==> config.mk <==
export PLATFORM = sky130hd
export DESIGN_NAME = req_ack_responder
export DESIGN_NICKNAME = d
export VERILOG_FILES = /design/src/rtl/req_ack_responder.sv
export SDC_FILE = /design/constraint.sdc
export NUM_CORES = 1
export LEC_CHECK = 0
export BUFFER_PORTS_ARGS = -buffer_cell sky130_fd_sc_hd__buf_2
export CAP_MARGIN = 20
export CORE_ASPECT_RATIO = 1.1
export CORE_MARGIN = 2
export CORE_UTILIZATION = 54
export DETAILED_ROUTE_END_ITERATION = 7
export HOLD_SLACK_MARGIN = 0.03
export PLACE_DENSITY = 0.76
export SYNTH_ARGS = -nofsm -noshare
export SYNTH_HDL_FRONTEND = slang
export SYNTH_SLANG_ARGS = --single-unit
==> constraint.sdc <==
create_clock -name clk -period 2.4 [get_ports clk]
set_input_delay 0.36 -clock clk [delete_from_list [all_inputs] [get_ports clk]]
set_output_delay 0.36 -clock clk [all_outputs]
set_load 0.05 [all_outputs]
==> src/rtl/req_ack_responder.sv <==
// Responder side of a req/ack handshake: programmable latency, backend gating,
// hard timeout and overlap error. Abort support is enabled by REQ_ACK_RESPONDER_ABORT_EN.
module req_ack_responder #(
  parameter int unsigned LAT_W   = 4,
  parameter int unsigned MAX_LAT = 10,
  parameter int unsigned TIMEOUT = 20
) (
  input  logic             clk,
  input  logic             rst,
  input  logic             req,
  input  logic [LAT_W-1:0] lat_cfg,
  input  logic             grant_ready,
  input  logic             abort_sig,
  output logic             ack,
  output logic             error,
  output logic             timeout,
  output logic             busy
);

  localparam int unsigned AGE_W = $clog2(TIMEOUT + 1);

  localparam logic [0:0] S_IDLE = 1'b0;
  localparam logic [0:0] S_WAIT = 1'b1;

  localparam logic [AGE_W-1:0] AGE_SAT  = AGE_W'(TIMEOUT);
  localparam logic [AGE_W-1:0] AGE_LAST = AGE_W'(TIMEOUT - 1);
  localparam logic [LAT_W-1:0] LAT_MAX  = LAT_W'(MAX_LAT);

  // Parameter sanity checks at elaboration
  if (MAX_LAT < 1 || MAX_LAT > ((1 << LAT_W) - 1)) begin : g_bad_max_lat
    $error("req_ack_responder: MAX_LAT out of range 1..2**LAT_W-1");
  end
  if (TIMEOUT <= MAX_LAT) begin : g_bad_timeout
    $error("req_ack_responder: TIMEOUT must be greater than MAX_LAT");
  end

  logic             abort_act;
`ifdef REQ_ACK_RESPONDER_ABORT_EN
  assign abort_act = abort_sig;
`else
  logic unused_abort;
  assign unused_abort = abort_sig;
  assign abort_act    = 1'b0;
`endif

  logic [0:0]       state_q, state_d;
  logic [AGE_W-1:0] age_q, age_d;
  logic [AGE_W-1:0] lat_m1_q, lat_m1_d;
  logic             ack_q, ack_d;
  logic             error_q, error_d;
  logic             timeout_q, timeout_d;
  logic             busy_q, busy_d;

  logic [LAT_W-1:0] lat_eff;
  logic [AGE_W-1:0] lat_m1_new;

  // Clamp requested latency to 1..MAX_LAT; stored as L-1 to compare against age
  always_comb begin
    lat_eff = lat_cfg;
    if (lat_cfg == '0) begin
      lat_eff = LAT_W'(1);
    end else if (lat_cfg > LAT_MAX) begin
      lat_eff = LAT_MAX;
    end
    lat_m1_new = AGE_W'(lat_eff - LAT_W'(1));
  end

  // Next-state and output decode
  always_comb begin
    state_d   = state_q;
    age_d     = age_q;
    lat_m1_d  = lat_m1_q;
    ack_d     = 1'b0;
    error_d   = 1'b0;
    timeout_d = 1'b0;

    case (state_q)
      S_IDLE: begin
        if (req && !abort_act) begin
          lat_m1_d = lat_m1_new;
          // L=1 with backend ready completes without entering WAIT
          if (lat_m1_new == '0 && grant_ready) begin
            ack_d = 1'b1;
          end else begin
            state_d = S_WAIT;
            age_d   = AGE_W'(1);
          end
        end
      end
      S_WAIT: begin
        error_d = req && !abort_act;
        if (abort_act) begin
          state_d = S_IDLE;
          age_d   = '0;
        end else if (age_q >= lat_m1_q && grant_ready) begin
          ack_d   = 1'b1;
          state_d = S_IDLE;
          age_d   = '0;
        end else if (age_q >= AGE_LAST) begin
          timeout_d = 1'b1;
          state_d   = S_IDLE;
          age_d     = '0;
        end else if (age_q != AGE_SAT) begin
          age_d = age_q + AGE_W'(1);
        end
      end
      default: begin
        state_d = S_IDLE;
        age_d   = '0;
      end
    endcase

    busy_d = (state_d == S_WAIT);
  end

  always_ff @(posedge clk) begin
    if (rst) begin
      state_q   <= S_IDLE;
      age_q     <= '0;
      lat_m1_q  <= '0;
      ack_q     <= 1'b0;
      error_q   <= 1'b0;
      timeout_q <= 1'b0;
      busy_q    <= 1'b0;
    end else begin
      state_q   <= state_d;
      age_q     <= age_d;
      lat_m1_q  <= lat_m1_d;
      ack_q     <= ack_d;
      error_q   <= error_d;
      timeout_q <= timeout_d;
      busy_q    <= busy_d;
    end
  end

  assign ack     = ack_q;
  assign error   = error_q;
  assign timeout = timeout_q;
  assign busy    = busy_q;

endmodule

Word level (Yosys, flattened, before mapping)
Cells that the tools add are included.
{"block": "op_classes", "addsub": 2, "eq_ne": 4, "bitwise_logic": 1, "n_mux": 18, "magnitude_cmp": 3, "reduce_logical": 8}
{"operator": "$mux 5", "count": 5}
{"operator": "$pmux 5 s2", "count": 1}
{"operator": "$mux 1", "count": 8}
{"operator": "$mux 4", "count": 2}
{"operator": "$add 5x1->5 const B", "count": 1}
{"operator": "$ge 5x5->1", "count": 1}
{"operator": "$ge 5x5->1 const B", "count": 1}
{"operator": "$logic_not 5->1", "count": 1}
{"operator": "$ne 5x5->1 const B", "count": 1}
{"operator": "$sub 4x1->5 const B", "count": 1}
{"operator": "$gt 4x4->1 const B", "count": 1}
{"operator": "$logic_not 4->1", "count": 1}
{"operator": "$ne 2x2->1 const B", "count": 2}
{"operator": "$ne 4x1->1 const B", "count": 1}
{"operator": "$pmux 1 s2", "count": 2}
{"operator": "$reduce_and 3->1", "count": 1}
{"operator": "$reduce_or 3->1", "count": 1}
{"operator": "$logic_and 1x1->1", "count": 2}
{"operator": "$reduce_and 2->1", "count": 1}
{"operator": "$reduce_or 2->1", "count": 1}
{"operator": "$not 1->1", "count": 1}
{"block": "word_totals", "elab_cells": 42, "regBits": 14, "output_inout_bits": 4}

Logic depth before layout (Yosys ltp)
{"block": "depth", "depth_word": 9, "ltp_mapped": 10, "mapped_depth_nobuf": 10}

Least setup slack after synthesis
OpenSTA, ideal clock, no wires.
{"block": "synth_path", "path_kind": "input-to-reg", "startpoint": "input port lat_cfg[1]", "endpoint": "register age_q[4]", "required_ps": 2314, "cell_stages": 7, "setup_slack_ps": 477, "setup_ps": 86, "path_buffers": 0, "arrival_ps": 1837, "path_cell_list": "o31ai_1 inv_1 ha_1 a221o_2 a21oi_4 nand2_2 a221oi_2"}
{"block": "synth_via", "elab_chain_len": 8, "elab_cells_between_ends": 9}
{"element": "start, declared", "line": "11", "source": "input logic [LAT_W-1:0] lat_cfg,"}
{"element": "$gt 4x4->1", "line": "62", "source": "end else if (lat_cfg > LAT_MAX) begin"}
{"element": "$mux 4", "line": "62"}
{"element": "$mux 4 *", "line": "60", "source": "if (lat_cfg == '0) begin"}
{"element": "$sub 4x1->5 *", "line": "65", "source": "lat_m1_new = AGE_W'(lat_eff - LAT_W'(1));"}
{"element": "named net lat_m1_new[0]", "line": "55", "source": "logic [AGE_W-1:0] lat_m1_new;"}
{"element": "$logic_not 5->1 *", "line": "82", "source": "if (lat_m1_new == '0 && grant_ready) begin"}
{"element": "$logic_and 1x1->1 *", "line": "82"}
{"element": "$ne 2x2->1 (no source line) *"}
{"element": "$reduce_and 3->1 (no source line) *"}
{"element": "end signal, assigned", "line": "127", "source": "age_q <= age_d;"}
{"element": "end, declared", "line": "47", "source": "logic [AGE_W-1:0] age_q, age_d;"}
Mark *: on every way through the listed nets, which the timed path passes. The rest lies on a longest branch.
A chain may end at the register's enable or synchronous reset.

Worst setup path after layout
{"block": "layout_path", "startpoint": "input port lat_cfg[3]", "endpoint": "register age_q[4]"}
The elaborated chain is that of the path after synthesis.

==> metrics.md <==
| Metric | Value |
|---|---|
| Cell taking the most area after synthesis | `dfxtp_1` |
| Final Cycle Share | `79.78%` |
| Yosys cell types | `33` |
| Pre-CTS setup slack | `0.1838 ns` |
| Initial DRC Count | `14` |
| Synth top area share | `33.68%` |
| Share of total power in combinational logic | `22.0%` |
| CP endpoint kind | `register` |
| Skew final | `0.008875 ns` |
| Global Route Usage Sum | `19.47%` |
| Net count after synthesis | `116` |
| Cell Area, Synth | `832.0 um2` |
| Critical Path AT | `2.11 ns` |
| Pwr Total | `497.9 uW` |
| Flops & latches, synth | `14` |
| Period minus WS final | `1.915 ns` |
| Die Y | `45.17 um` |
| Via count | `729` |
| Pwr/cell area | `536.4 nW/um2` |
| First drt pass iteration count | `6` |
| Finished Cell Area | `928.4 um2` |
| Hold buffer count at cts | `0` |
| Die width | `41.43 um` |
| Hold/Removal Path Class | `in -> reg` |
| DR vias/cell | `5.695` |
| Largest net degree at the start of global routing | `14` |
| Pint | `347.3 uW` |
| Initial antenna violation count | `0` |
| Syn_area_per_cell | `8.490 um2` |
| Post-route setup slack | `0.4853 ns` |
| # nets final | `132` |
| RSZ-0062 raised after global routing | `no` |
| Outcome | `finished clean` |
| First-pass GRT wire length | `2760 um` |
| Root Driver | `clkbuf_4` |
| Async S/R FF share, synth | `0%` |
| CP Launch Type | `primary input` |
| Number of core rows | `14` |
| Clk_lat worst skew | `0.28 ns` |
| Max-Cap Viols | `0` |
| P&R area growth vs syn | `11.58%` |
| Clock Power Share | `26.1%` |
| Sw power | `150.6 uW` |
| CP required | `2.59 ns` |
| Post CTS Setup Buffer Count | `0` |
| Critical path peak fanout | `7` |
| I/O pins | `13` |
| Post-route ant nets | `0` |
| Post-synth top flop | `dfxtp_1` |
| Sequential power share | `51.9%` |
| Switch share | `30.24%` |
| Total global routing overflow | `0` |
| Antenna cells | `0` |
| Slew @ Worst Pin | `0.4690 ns` |
| CTS resizes | `0` |
| DP HPWL | `1244 um` |
| Htree depth | `1` |
| RePlAce Congestion | `0.7987` |
| Top cells by area, synth | `dfxtp_1 (34%), ha_1 (14%), a21oi_1 (6.0%), nand2b_1 (4.5%), inv_1 (4.1%)` |
| Core area | `1401 um2` |
| Gate Count Post-Synth | `98` |
| Residual DRC | `0` |
| Initial core utilization | `59.38%` |
| Synth warnings | `0` |
| Setup TNS | `0 ns` |
| Avg WL per Cell | `12.25 um` |
| DP Area | `905.9 um2` |
| Via count of the first global-routing pass | `684` |
| Layout cells sized above 1 | `16.96%` |
| Worst slew margin | `67.93%` |
| Leakage | `0.3799 nW` |
| Final max-slew violation count | `0` |
| CTS tree | `done` |
| Die ar. | `1871 um2` |
| CP Class | `in -> reg` |
| Fin. Hold Viols | `0` |
| Worst-path clk slew | `0.07 ns` |
| Clock buffer depth | `2` |
| CTS buffer count | `3` |
| Detailed Route WL | `1568 um` |
| I/O Buffers | `11` |
| CTS sink cnt | `14` |
| Peak supply drop | `0.3730 mV` |
| Max frequency | `522.3 MHz` |
| EDFF count, synth | `0` |
| Sequential area share after synthesis | `33.68%` |
| Setup violators final | `0` |
final timing paths:
path | start | to | slack [ns] | depth (start not counted)
min reg2reg | lat_m1_q[3] | lat_m1_q[3] | 0.46 | 2
min | req | error | 0.40 | 2
max reg2reg | age_q[0] | age_q[4] | 0.49 | 7
max | lat_cfg[3] | age_q[4] | 0.49 | 11
per-stage QoR:
step / hold slack (ns) / instances / utilization, %
floorplan: 0.4319 / 98 / -
global placement: 0.4474 / 125 / 64.64
detailed placement: 0.4536 / 125 / 64.64
CTS: 0.3903 / 128 / 66.25
global route: 0.4045 / 128 / 66.25
finish: 0.3993 / 128 / 66.25
critical path: stages:
cell and delay [ns]:
buf_2 0.14, o21ai_0 0.10, nand2_1 0.08, o31ai_1 0.08
inv_1 0.06, ha_1 0.22, o21ba_1 0.17, a221o_2 0.44
a21oi_4 0.19, nand2_2 0.07, a221oi_2 0.20
power groups by stage:
stage | Sequential (mW) | Clock, mW | Combinational, mW
2_1_floorplan | 0.271 | 0 | 0.0694
3_3_place_gp | 0.263 | 0 | 0.106
3_5_place_dp | 0.264 | 0 | 0.110
4_1_cts | 0.258 | 0.132 | 0.110
5_1_grt | 0.261 | 0.141 | 0.125
6_report | 0.258 | 0.130 | 0.109
placed cells by master, fill, tap and decap left out, types with 2 or more instances in the layout:
| master | n |
|---|---|
| nand3_1 | 2 |
| nand2_1 | 9 |
| nand2b_1 | 6 |
| dfxtp_1 | 14 |
| nor2b_1 | 3 |
| nor2_1 | 7 |
| a211oi_1 | 2 |
| ha_1 | 9 |
| buf_2 | 11 |
| a31oi_1 | 3 |
| a21oi_1 | 10 |
| nand3b_1 | 2 |
| inv_1 | 9 |
| o21ai_0 | 2 |
| clkbuf_4 | 3 |
cell usage after synthesis (2+ instances only):
library cell and instances:
dfxtp_1 14, nand3b_1 2, a21oi_1 10, ha_1 9
a31oi_1 3, a211oi_1 2, nand2b_1 6, nand2_1 9
o21ai_0 2, nor2_1 7, inv_1 9, nor2b_1 3
nand3_1 2
registers in the layout, indices dropped and copies added (netlist names):
signal / cells
busy: 1
ack: 1
timeout: 1
error: 1
lat_m1_q: 5
age_q: 5
cell families (layout without fill, tap and decap cells):
family	after synthesis	in the layout	synth area share, %
adder cells (fa/ha/maj)	9	9	13.53
buffers and inverters	10	24	5.113
flip-flops	14	14	33.68
AND/OR/NAND/NOR	36	36	22.26
XOR/XNOR	1	1	1.053
AO/OA/AOI/OAI	28	28	24.36
metal layers:
layer / up-vias / wire, um / global-route usage [%] / part of all wire [%]
li1: 377 / - / - / -
met1: 332 / 709 / 22.17 / 45
met2: 15 / 762 / 34.38 / 49
met3: 5 / 59 / 2.400 / 3.8
met4: 0 / 38 / 13.55 / 2.4
met5: - / 0 / 0 / 0
layout make-up:
type	instances	area [um2]
timing repair buffer	12	62.56
sequential	14	280.3
clock buffer	3	22.52
tap	16	20.02
multi-input combinational	74	509.2
inverter	9	33.78
fill	134	473.0
No activity file was read; power rests on OpenSTA's default activity.
